File: src/rtl/uart_rx_decoder.sv
// uart_rx_decoder: 16x oversampling UART receiver (start + DATA_BITS + stop).
// It decodes serial frames into bytes and queues them in a small FIFO that
// the consumer drains through a valid/ready handshake.
// Optional feature macro: UART_RX_PARITY_EN adds an even-parity bit to the
// frame. When the macro is undefined, parity_err is tied low.
// Ports:
//   clk        system clock
//   reset      synchronous, active-high reset
//   rxd        asynchronous serial line, idle high
//   rx_data    byte at the FIFO head (registered, zero-extended)
//   rx_valid   FIFO not empty
//   rx_ready   consumer accepts the head byte when rx_valid & rx_ready
//   frame_err  one-cycle pulse: stop bit sampled low
//   parity_err one-cycle pulse: parity mismatch
//   overflow   one-cycle pulse: completed byte dropped, FIFO full
//   busy       receiver not idle
module uart_rx_decoder #(
  parameter int unsigned CLKS_PER_TICK = 27,
  parameter int unsigned DATA_BITS     = 8,
  parameter int unsigned FIFO_DEPTH    = 8
) (
  input  logic       clk,
  input  logic       reset,
  input  logic       rxd,
  output logic [7:0] rx_data,
  output logic       rx_valid,
  input  logic       rx_ready,
  output logic       frame_err,
  output logic       parity_err,
  output logic       overflow,
  output logic       busy
);

  localparam int unsigned TICK_W = (CLKS_PER_TICK > 1) ? $clog2(CLKS_PER_TICK) : 1;
  localparam int unsigned BIT_W  = $clog2(DATA_BITS);
  localparam int unsigned PTR_W  = $clog2(FIFO_DEPTH);
  localparam int unsigned CNT_W  = PTR_W + 1;

  typedef enum logic [2:0] {
    S_IDLE,
    S_START,
    S_DATA,
`ifdef UART_RX_PARITY_EN
    S_PARITY,
`endif
    S_STOP,
    S_BREAK
  } state_t;

  logic [1:0]           sync_q;
  logic [1:0]           live_q;
  logic                 rxs;
  state_t               state_q, state_d;
  logic [TICK_W-1:0]    tick_q, tick_d;
  logic                 tick_c;
  logic [3:0]           samp_q, samp_d;
  logic [BIT_W-1:0]     bit_q, bit_d;
  logic [DATA_BITS-1:0] shift_q, shift_d;
  logic                 armed_q, armed_d;
  logic                 push_c;
  logic                 frame_err_c;
`ifdef UART_RX_PARITY_EN
  logic                 par_bad_q, par_bad_d;
  logic                 parity_err_c;
`endif

  // Two-flop synchronizer. The reset value of the flops is not a real line
  // sample, so live_q marks when both stages hold data taken from the pin;
  // arming waits for that so a line held low through reset stays ignored.
  always_ff @(posedge clk) begin
    if (reset) begin
      sync_q <= 2'b11;
      live_q <= 2'b00;
    end else begin
      sync_q <= {sync_q[0], rxd};
      live_q <= {live_q[0], 1'b1};
    end
  end

  assign rxs = sync_q[1];

  // Receiver next-state, oversample counters and event strobes.
  always_comb begin
    state_d     = state_q;
    tick_d      = tick_q;
    samp_d      = samp_q;
    bit_d       = bit_q;
    shift_d     = shift_q;
    armed_d     = armed_q;
    push_c      = 1'b0;
    frame_err_c = 1'b0;
`ifdef UART_RX_PARITY_EN
    par_bad_d    = par_bad_q;
    parity_err_c = 1'b0;
`endif
    tick_c = (state_q != S_IDLE) && (tick_q == TICK_W'(CLKS_PER_TICK - 1));
    if (state_q != S_IDLE) begin
      tick_d = tick_c ? '0 : tick_q + TICK_W'(1);
    end

    case (state_q)
      S_IDLE: begin
        tick_d = '0;
        if (rxs && live_q[1]) armed_d = 1'b1;
        if (armed_q && !rxs) begin
          state_d = S_START;
          samp_d  = '0;
`ifdef UART_RX_PARITY_EN
          par_bad_d = 1'b0;
`endif
        end
      end
      S_START: begin
        // Eighth tick lands mid start bit; a high line there was a glitch.
        if (tick_c) begin
          if (samp_q == 4'd7) begin
            if (rxs) begin
              state_d = S_IDLE;
            end else begin
              state_d = S_DATA;
              samp_d  = '0;
              bit_d   = '0;
            end
          end else begin
            samp_d = samp_q + 4'd1;
          end
        end
      end
      S_DATA: begin
        if (tick_c) begin
          samp_d = samp_q + 4'd1;
          if (samp_q == 4'd15) begin
            shift_d = {rxs, shift_q[DATA_BITS-1:1]};
            bit_d   = bit_q + BIT_W'(1);
            if (bit_q == BIT_W'(DATA_BITS - 1)) begin
`ifdef UART_RX_PARITY_EN
              state_d = S_PARITY;
`else
              state_d = S_STOP;
`endif
            end
          end
        end
      end
`ifdef UART_RX_PARITY_EN
      S_PARITY: begin
        // Even parity: data plus parity bit must carry an even count of ones.
        if (tick_c) begin
          samp_d = samp_q + 4'd1;
          if (samp_q == 4'd15) begin
            par_bad_d = ^{shift_q, rxs};
            state_d   = S_STOP;
          end
        end
      end
`endif
      S_STOP: begin
        if (tick_c) begin
          samp_d = samp_q + 4'd1;
          if (samp_q == 4'd15) begin
            if (rxs) begin
              state_d = S_IDLE;
`ifdef UART_RX_PARITY_EN
              if (par_bad_q) parity_err_c = 1'b1;
              else           push_c       = 1'b1;
`else
              push_c = 1'b1;
`endif
            end else begin
              frame_err_c = 1'b1;
              state_d     = S_BREAK;
            end
          end
        end
      end
      S_BREAK: begin
        if (rxs) state_d = S_IDLE;
      end
      default: state_d = S_IDLE;
    endcase
  end

  // Receiver state register and registered status pulses.
  always_ff @(posedge clk) begin
    if (reset) begin
      state_q   <= S_IDLE;
      tick_q    <= '0;
      samp_q    <= '0;
      bit_q     <= '0;
      shift_q   <= '0;
      armed_q   <= 1'b0;
      busy      <= 1'b0;
      frame_err <= 1'b0;
    end else begin
      state_q   <= state_d;
      tick_q    <= tick_d;
      samp_q    <= samp_d;
      bit_q     <= bit_d;
      shift_q   <= shift_d;
      armed_q   <= armed_d;
      busy      <= (state_d != S_IDLE);
      frame_err <= frame_err_c;
    end
  end

`ifdef UART_RX_PARITY_EN
  always_ff @(posedge clk) begin
    if (reset) begin
      par_bad_q  <= 1'b0;
      parity_err <= 1'b0;
    end else begin
      par_bad_q  <= par_bad_d;
      parity_err <= parity_err_c;
    end
  end
`else
  assign parity_err = 1'b0;
`endif

  // Receive FIFO with a registered head byte.
  logic [7:0]       mem [0:FIFO_DEPTH-1];
  logic [PTR_W-1:0] rd_ptr_q, wr_ptr_q, rd_nxt_c;
  logic [CNT_W-1:0] cnt_q, cnt_nxt_c;
  logic [7:0]       byte_c, head_c;
  logic             pop_c, full_c, wr_en_c, ovf_c;

  always_comb begin
    byte_c    = 8'(shift_q);
    pop_c     = rx_valid & rx_ready;
    full_c    = (cnt_q == CNT_W'(FIFO_DEPTH));
    wr_en_c   = push_c & (~full_c | pop_c);
    ovf_c     = push_c & full_c & ~pop_c;
    rd_nxt_c  = pop_c ? rd_ptr_q + PTR_W'(1) : rd_ptr_q;
    cnt_nxt_c = cnt_q + CNT_W'(wr_en_c) - CNT_W'(pop_c);
    // The slot being written becomes the head when nothing else is queued.
    if (cnt_nxt_c == '0)                          head_c = 8'h00;
    else if (wr_en_c && (wr_ptr_q == rd_nxt_c))   head_c = byte_c;
    else                                          head_c = mem[rd_nxt_c];
  end

  always_ff @(posedge clk) begin
    if (wr_en_c) mem[wr_ptr_q] <= byte_c;
  end

  always_ff @(posedge clk) begin
    if (reset) begin
      rd_ptr_q <= '0;
      wr_ptr_q <= '0;
      cnt_q    <= '0;
      rx_valid <= 1'b0;
      rx_data  <= 8'h00;
      overflow <= 1'b0;
    end else begin
      if (wr_en_c) wr_ptr_q <= wr_ptr_q + PTR_W'(1);
      rd_ptr_q <= rd_nxt_c;
      cnt_q    <= cnt_nxt_c;
      rx_valid <= (cnt_nxt_c != '0);
      rx_data  <= head_c;
      overflow <= ovf_c;
    end
  end

endmodule

File: config.mk
export PLATFORM = sky130hd
export DESIGN_NAME = uart_rx_decoder
export DESIGN_NICKNAME = d
export VERILOG_FILES = /design/src/rtl/uart_rx_decoder.sv
export SDC_FILE = /design/constraint.sdc
export NUM_CORES = 1
export LEC_CHECK = 0
export ABC_AREA = 1
export CAP_MARGIN = 40
export CORE_MARGIN = 3
export CORE_UTILIZATION = 55
export DETAILED_ROUTE_END_ITERATION = 10
export PLACE_DENSITY_LB_ADDON = 0.2
export SYNTH_ARGS = -nofsm -noshare
export SYNTH_HDL_FRONTEND = slang
export SYNTH_SLANG_ARGS = --single-unit
File: constraint.sdc
create_clock -name clk -period 3.8 [get_ports clk]
set_input_delay 0.76 -clock clk [delete_from_list [all_inputs] [get_ports clk]]
set_output_delay 0.76 -clock clk [all_outputs]
set_load 0.01 [all_outputs]
# Word level (Yosys, flattened, before mapping)
# Memories as Yosys holds them, arrays and structs flattened. A register that Yosys moved wholly into a read port is not among the register bits.
# Cells that the tools add are included.
[totals] in_bits=4 mem_count=1 output_inout_bits=13 ram_bits=64 ff_bits=42 elab_cells=104
[op_classes] n_reduce_logical=19 bitwise=10 n_mux=34 n_eq_ne=17 add_sub_neg=7
[memory_table] memory="mem" words=8 word_bits=8 read_ports=1 rd_clocked_by_memory_dff=1 write_ports=1 line="221" source="logic [7:0] mem [0:FIFO_DEPTH-1];"
[op_table] operator="$mux 3" count=16
[op_table] operator="$mux 4" count=5
[op_table] operator="$pmux 3 s5" count=1
[op_table] operator="$ne 2x2->1 const B" count=6
[op_table] operator="$pmux 4 s3" count=1
[op_table] operator="$add 3x1->3 const B" count=3
[op_table] operator="$reduce_bool 3->1" count=3
[op_table] operator="$eq 4x4->1 const B" count=2
[op_table] operator="$mux 1" count=8
[op_table] operator="$eq 3x2->1 const B" count=2
[op_table] operator="$eq 3x3->1 const B" count=2
[op_table] operator="$pmux 3 s2" count=1
[op_table] operator="$reduce_and 6->1" count=1
[op_table] operator="$reduce_or 2->1" count=3
[op_table] operator="$add 5x1->5 const B" count=1
[op_table] operator="$eq 5x5->1 const B" count=1
[op_table] operator="$mux 5" count=1
[op_table] operator="$not 1->1" count=5
[op_table] operator="$reduce_and 5->1" count=1
[op_table] operator="$add 4x1->4" count=1
[op_table] operator="$add 4x1->4 const B" count=1
[op_table] operator="$and 1x1->1" count=4
[op_table] operator="$eq 4x3->1 const B" count=1
[op_table] operator="$logic_not 4->1" count=1
[op_table] operator="other kinds (14)" count=16

# Longest topological paths before layout
[logic_depth] ltp_word=9 mapped_depth=16 depth_no_buf=16

# Least setup slack after synthesis
# No wires, ideal clock.
[synth_path] kind="input -> register" startpoint="input port rx_ready" endpoint="register rx_data[1] (read register of mem)" setup_ns=0.064 n_path_buf=0 t_arrival_ns=2.721 path_slack_ns=1.015 required_ns=3.736 stages=14 cell_sequence="nand2_2 > nand4_1 > inv_2 > nor2_2 > nand2_1 > nand2_1 > ha_1 > inv_1 > fa_1 > xor2_1 > and3_1 > o21ai_1 > nand2_1 > nor2_1"
[synth_via] elab_chain_len=7 elab_cells_between_ends=8 cone_classes="add/sub (2); mux (1); bitwise (3); reduce/logical (2)"
[synth_lines] item="from (decl)" line="27" source="input logic rx_ready,"
[synth_lines] item="$and 1x1->1 (*)" line="229" source="pop_c = rx_valid & rx_ready;"
[synth_lines] item="$or 1x1->1" line="231" source="wr_en_c = push_c & (~full_c | pop_c);"
[synth_lines] item="$and 1x1->1" line="231"
[synth_lines] item="$add 4x1->4" line="234" source="cnt_nxt_c = cnt_q + CNT_W'(wr_en_c) - CNT_W'(pop_c);"
[synth_lines] item="$sub 4x1->4" line="234"
[synth_lines] item="$logic_not 4->1" line="236" source="if (cnt_nxt_c == '0) head_c = 8'h00;"
[synth_lines] item="$reduce_or 2->1 (no source line)"
[synth_lines] item="to (decl)" line="25" source="output logic [7:0] rx_data,"
# Every way passes the cells marked *; elsewhere a longest branch is shown, timed or not.
# A chain may end at the register's enable or synchronous reset.

# Worst setup path after layout
[layout_path] startpoint="input port rx_ready" endpoint="register rx_data[2] (read register of mem)"
# The elaborated chain is that of the path after synthesis.

==> impl_metrics.csv <==
group,metric,value,unit
sta,setup_viol,0,
critical_path,path_max_fanout,9,
clocking,post_cts_buffers,0,
synth,synth_area,4960,um^2
sta,final-hold-violation-count,0,
detailed_routing,detail_route.drc_violations,0,
sta,whs,0.405,ns
critical_path,rr_endpoint,"rx_data[2]$_SDFF_PP0_",
sta,fin_setup_tns,0,ns
layout,syn_to_final_growth,18.4,%
critical_path,critical_path.max_stage_delay,0.61,ns
sta,clock_skew,0.00866,ns
die,dieWidth,101,um
synth,synth_edf_count,64,
place,dp.cells,663,
die,rows,34,
critical_path,path_depth,16,
sta,slew_viol_final,0,
clocking,cts_tree,"done",
sta,relSlewSlack,0.469,
grt,grt.overflow.total,0,
sta,timing.final.crit_share,0.815,
critical_path,cp-startpoint,"rx_ready",
layout,layout-drive-gt1-share,0.104,
synth,syn_inst,542,
clocking,clock_path_buffers,2,
sta,fmax,323,MHz
sta,rsz0062_at_grt,"false",
synth,synthDistinctLibCells,31,
clocking,htree_levels,4,
die,ios,17,
die,start_util,0.568,
clocking,clock_latency,0.51,ns
critical_path,ff2ff_setup_slack,0.88,ns
critical_path,slowest_stage,"clkdlybuf4s50_1",
detailed_routing,dr.pass1.iters,5,
sta,tightestPinTransition,0.795,ns
critical_path,critPathKind,"primary input to flip-flop",
layout,final_cells,695,
clocking,cts-buffers-inserted,17,
die,dieArea,10200,um^2
job,drv_cap,0,
clocking,cts_sinks,114,
critical_path,crit_path_end_kind,"flip-flop",
synth,ys_top_cells_by_count,"nand2_1 (132), nand3_1 (87), edfxtp_1 (64), dfxtp_1 (50), nor2_1 (50)",
detailed_routing,via_per_inst,5.53,
min_path,hp-class,"flip-flop to flip-flop",
synth,synth_seq_area_share,0.590,
place,io_buffers,15,
synth,yosys.area.top_type,"edfxtp_1",
critical_path,crit_chain,"clkdlybuf4s50_1 -> nand2_2 -> nand4_1 -> inv_2 -> nor2_2 -> nand2_1 -> nand2_1 -> ha_1 -> inv_1 -> fa_1 -> xor2_1 -> and3_1 -> o21ai_1 -> buf_4 -> nand2_1 -> nor2_1",
layout,num_antenna_cells,0,
grt,grt_pass1_wl,18100,um
critical_path,r2r-start,"samp_q[0]$_SDFFE_PP0P_",
synth,synth_most_common_cell,"nand2_1",
clocking,clk_pin_slew,0.05,ns
critical_path,crit_buf_inv,4,
critical_path,worst_ep_required_time,4.24,ns
synth,ys_async_sr_fraction,0,
layout,n_fill_cell,681,
place,place_congestion,0.829,
critical_path,cpMostUsedCell,"nand2_1",
place,hpwlAfterDp,7210,um
detailed_routing,num_vias,3842,
pwr,power.total,0.00359,W
clocking,cts-resized-gates,0,
critical_path,crit_family,"simple AND/OR/NAND/NOR gates",
pwr,p_leak,2.49,nW
grt,grt_use_total,0.234,
synth,ys_top_cells_by_area,"edfxtp_1 (39%), dfxtp_1 (20%), nand2_1 (10%)",
sta,min_period,3.10,ns
detailed_routing,postRouteAntennaNets,0,
synth,synth_warnings,0,
detailed_routing,drt_iter0_drc,262,
synth,postSynthAreaPerCell,9.14,um^2
pwr,powerDensity,612,nW/um^2
critical_path,startpoint_type,"primary input",
clocking,cts-root-buf,"clkbuf_8",
status,status,"finished clean",
critical_path,endpoint,"rx_data[2]$_SDFF_PP0_",
detailed_routing,wl_per_cell,15.7,um
clocking,hold_buffers,0,
critical_path,arrival,3.54,ns
grt,grt_start_max_net_pins,30,
synth,synth-seq-cells,114,
detailed_routing,wirelength,10900,um
layout,fin_nets,590,
pwr,ir_worst_vdd,0.000375,V
die,die_h,101,um
synth,synth_ff_type,"edfxtp_1",
critical_path,ff2ff_path_depth,16,
synth,yosysTopAreaCellShare,0.388,
grt,antenna_found_initial,0,
synth,synth_nets,558,
grt,grt_pass1_vias,3776,
die,core-area,8720,um^2
==> registers in the layout, indices dropped and copies added, names as in the netlist <==
name	cells
mem	64
rx_data	8
rx_valid	1
frame_err	1
armed_q	1
rd_ptr_q	3
live_q	2
sync_q	2
samp_q	4
tick_q	5
bit_q	3
overflow	1
cnt_q	4
wr_ptr_q	3
busy	1
byte_c	8
state_q	3
==> where the power goes <==
group          leakage, nW  total [W]  internal [W]  switching, W
Combinational         1.05   0.000659      0.000240      0.000419
Sequential            1.15    0.00138       0.00134     0.0000397
Clock                0.290    0.00155       0.00102      0.000533
Total                 2.49    0.00359       0.00260      0.000991
==> cell type report <==
type,instances,area [um^2],share of cell area
inverters,48,183,0.0311
clock inverters,7,68.8,0.0117
multi-input cells,364,1770,0.302
clock buffers,25,528,0.0900
flip-flops and latches,114,2920,0.498
well taps,108,135,0.0230
repair buffers,29,255,0.0435
==> metrics by stage <==
stage | setup WS (ns) | area, um^2 | utilization
6_report | 0.701 | 5870 | 0.673
5_1_grt | 0.484 | 5870 | 0.673
4_1_cts | 0.725 | 5870 | 0.673
3_5_place_dp | 0.206 | 5270 | 0.604
3_3_place_gp | 0.328 | 5270 | 0.604
2_1_floorplan | 1.02 | 4960 | -
==> cells in the final DEF (no fill, tap or decap), types with 4 or more instances in the layout <==
| cell | n |
|---|---|
| nand2_1 | 132 |
| nand3_1 | 87 |
| edfxtp_1 | 64 |
| nor2_1 | 50 |
| dfxtp_1 | 50 |
| inv_1 | 45 |
| clkbuf_16 | 19 |
| o21ai_0 | 18 |
| a21oi_1 | 17 |
| clkdlybuf4s50_1 | 15 |
| buf_4 | 14 |
| nor3_1 | 12 |
| ha_1 | 11 |
| nand4_1 | 10 |
| xor2_1 | 5 |
| nor2_2 | 4 |
| nand2_2 | 4 |
==> how the worst min path moves through the flow <==
stage / start / end / slack [ns] / cells after the start
finish: live_q[0]$_DFF_P_ / live_q[1]$_SDFF_PP0_ / 0.41 / 2
global route: live_q[0]$_DFF_P_ / live_q[1]$_SDFF_PP0_ / 0.42 / 2
CTS: live_q[0]$_DFF_P_ / live_q[1]$_SDFF_PP0_ / 0.41 / 2
detailed placement: live_q[0]$_DFF_P_ / live_q[1]$_SDFF_PP0_ / 0.40 / 2
global placement: sync_q[0]$_SDFF_PP1_ / sync_q[1]$_SDFF_PP1_ / 0.39 / 1
floorplan: live_q[0]$_DFF_P_ / live_q[1]$_SDFF_PP0_ / 0.39 / 2
==> tightest hold or removal path, cell delays in order (launching register included) <==
cell and delay, ns:
dfxtp_1 0.29, inv_1 0.04, nor2_1 0.03
==> per-layer routing <==
metal / GRT usage / part of all wire / vias up
li1: - / - / 1889
met4: 0.100 / 0.024 / 0
met5: 0 / 0 / -
met3: 0.0616 / 0.060 / 32
met1: 0.275 / 0.41 / 1792
met2: 0.403 / 0.51 / 129
==> logic make-up after synthesis <==
kind of cell               after synthesis  synth area share
DFF                                    114             0.590
other                                    1          0.000757
adders and majority gates               12            0.0318
buffers and inverters                   64            0.0525
xor gates and xnor gates                 5           0.00884
AOI/OAI and AO/OA                       36            0.0364
and+or+nand+nor                        310             0.280
Note: power is estimated with default switching activity, not from simulation.
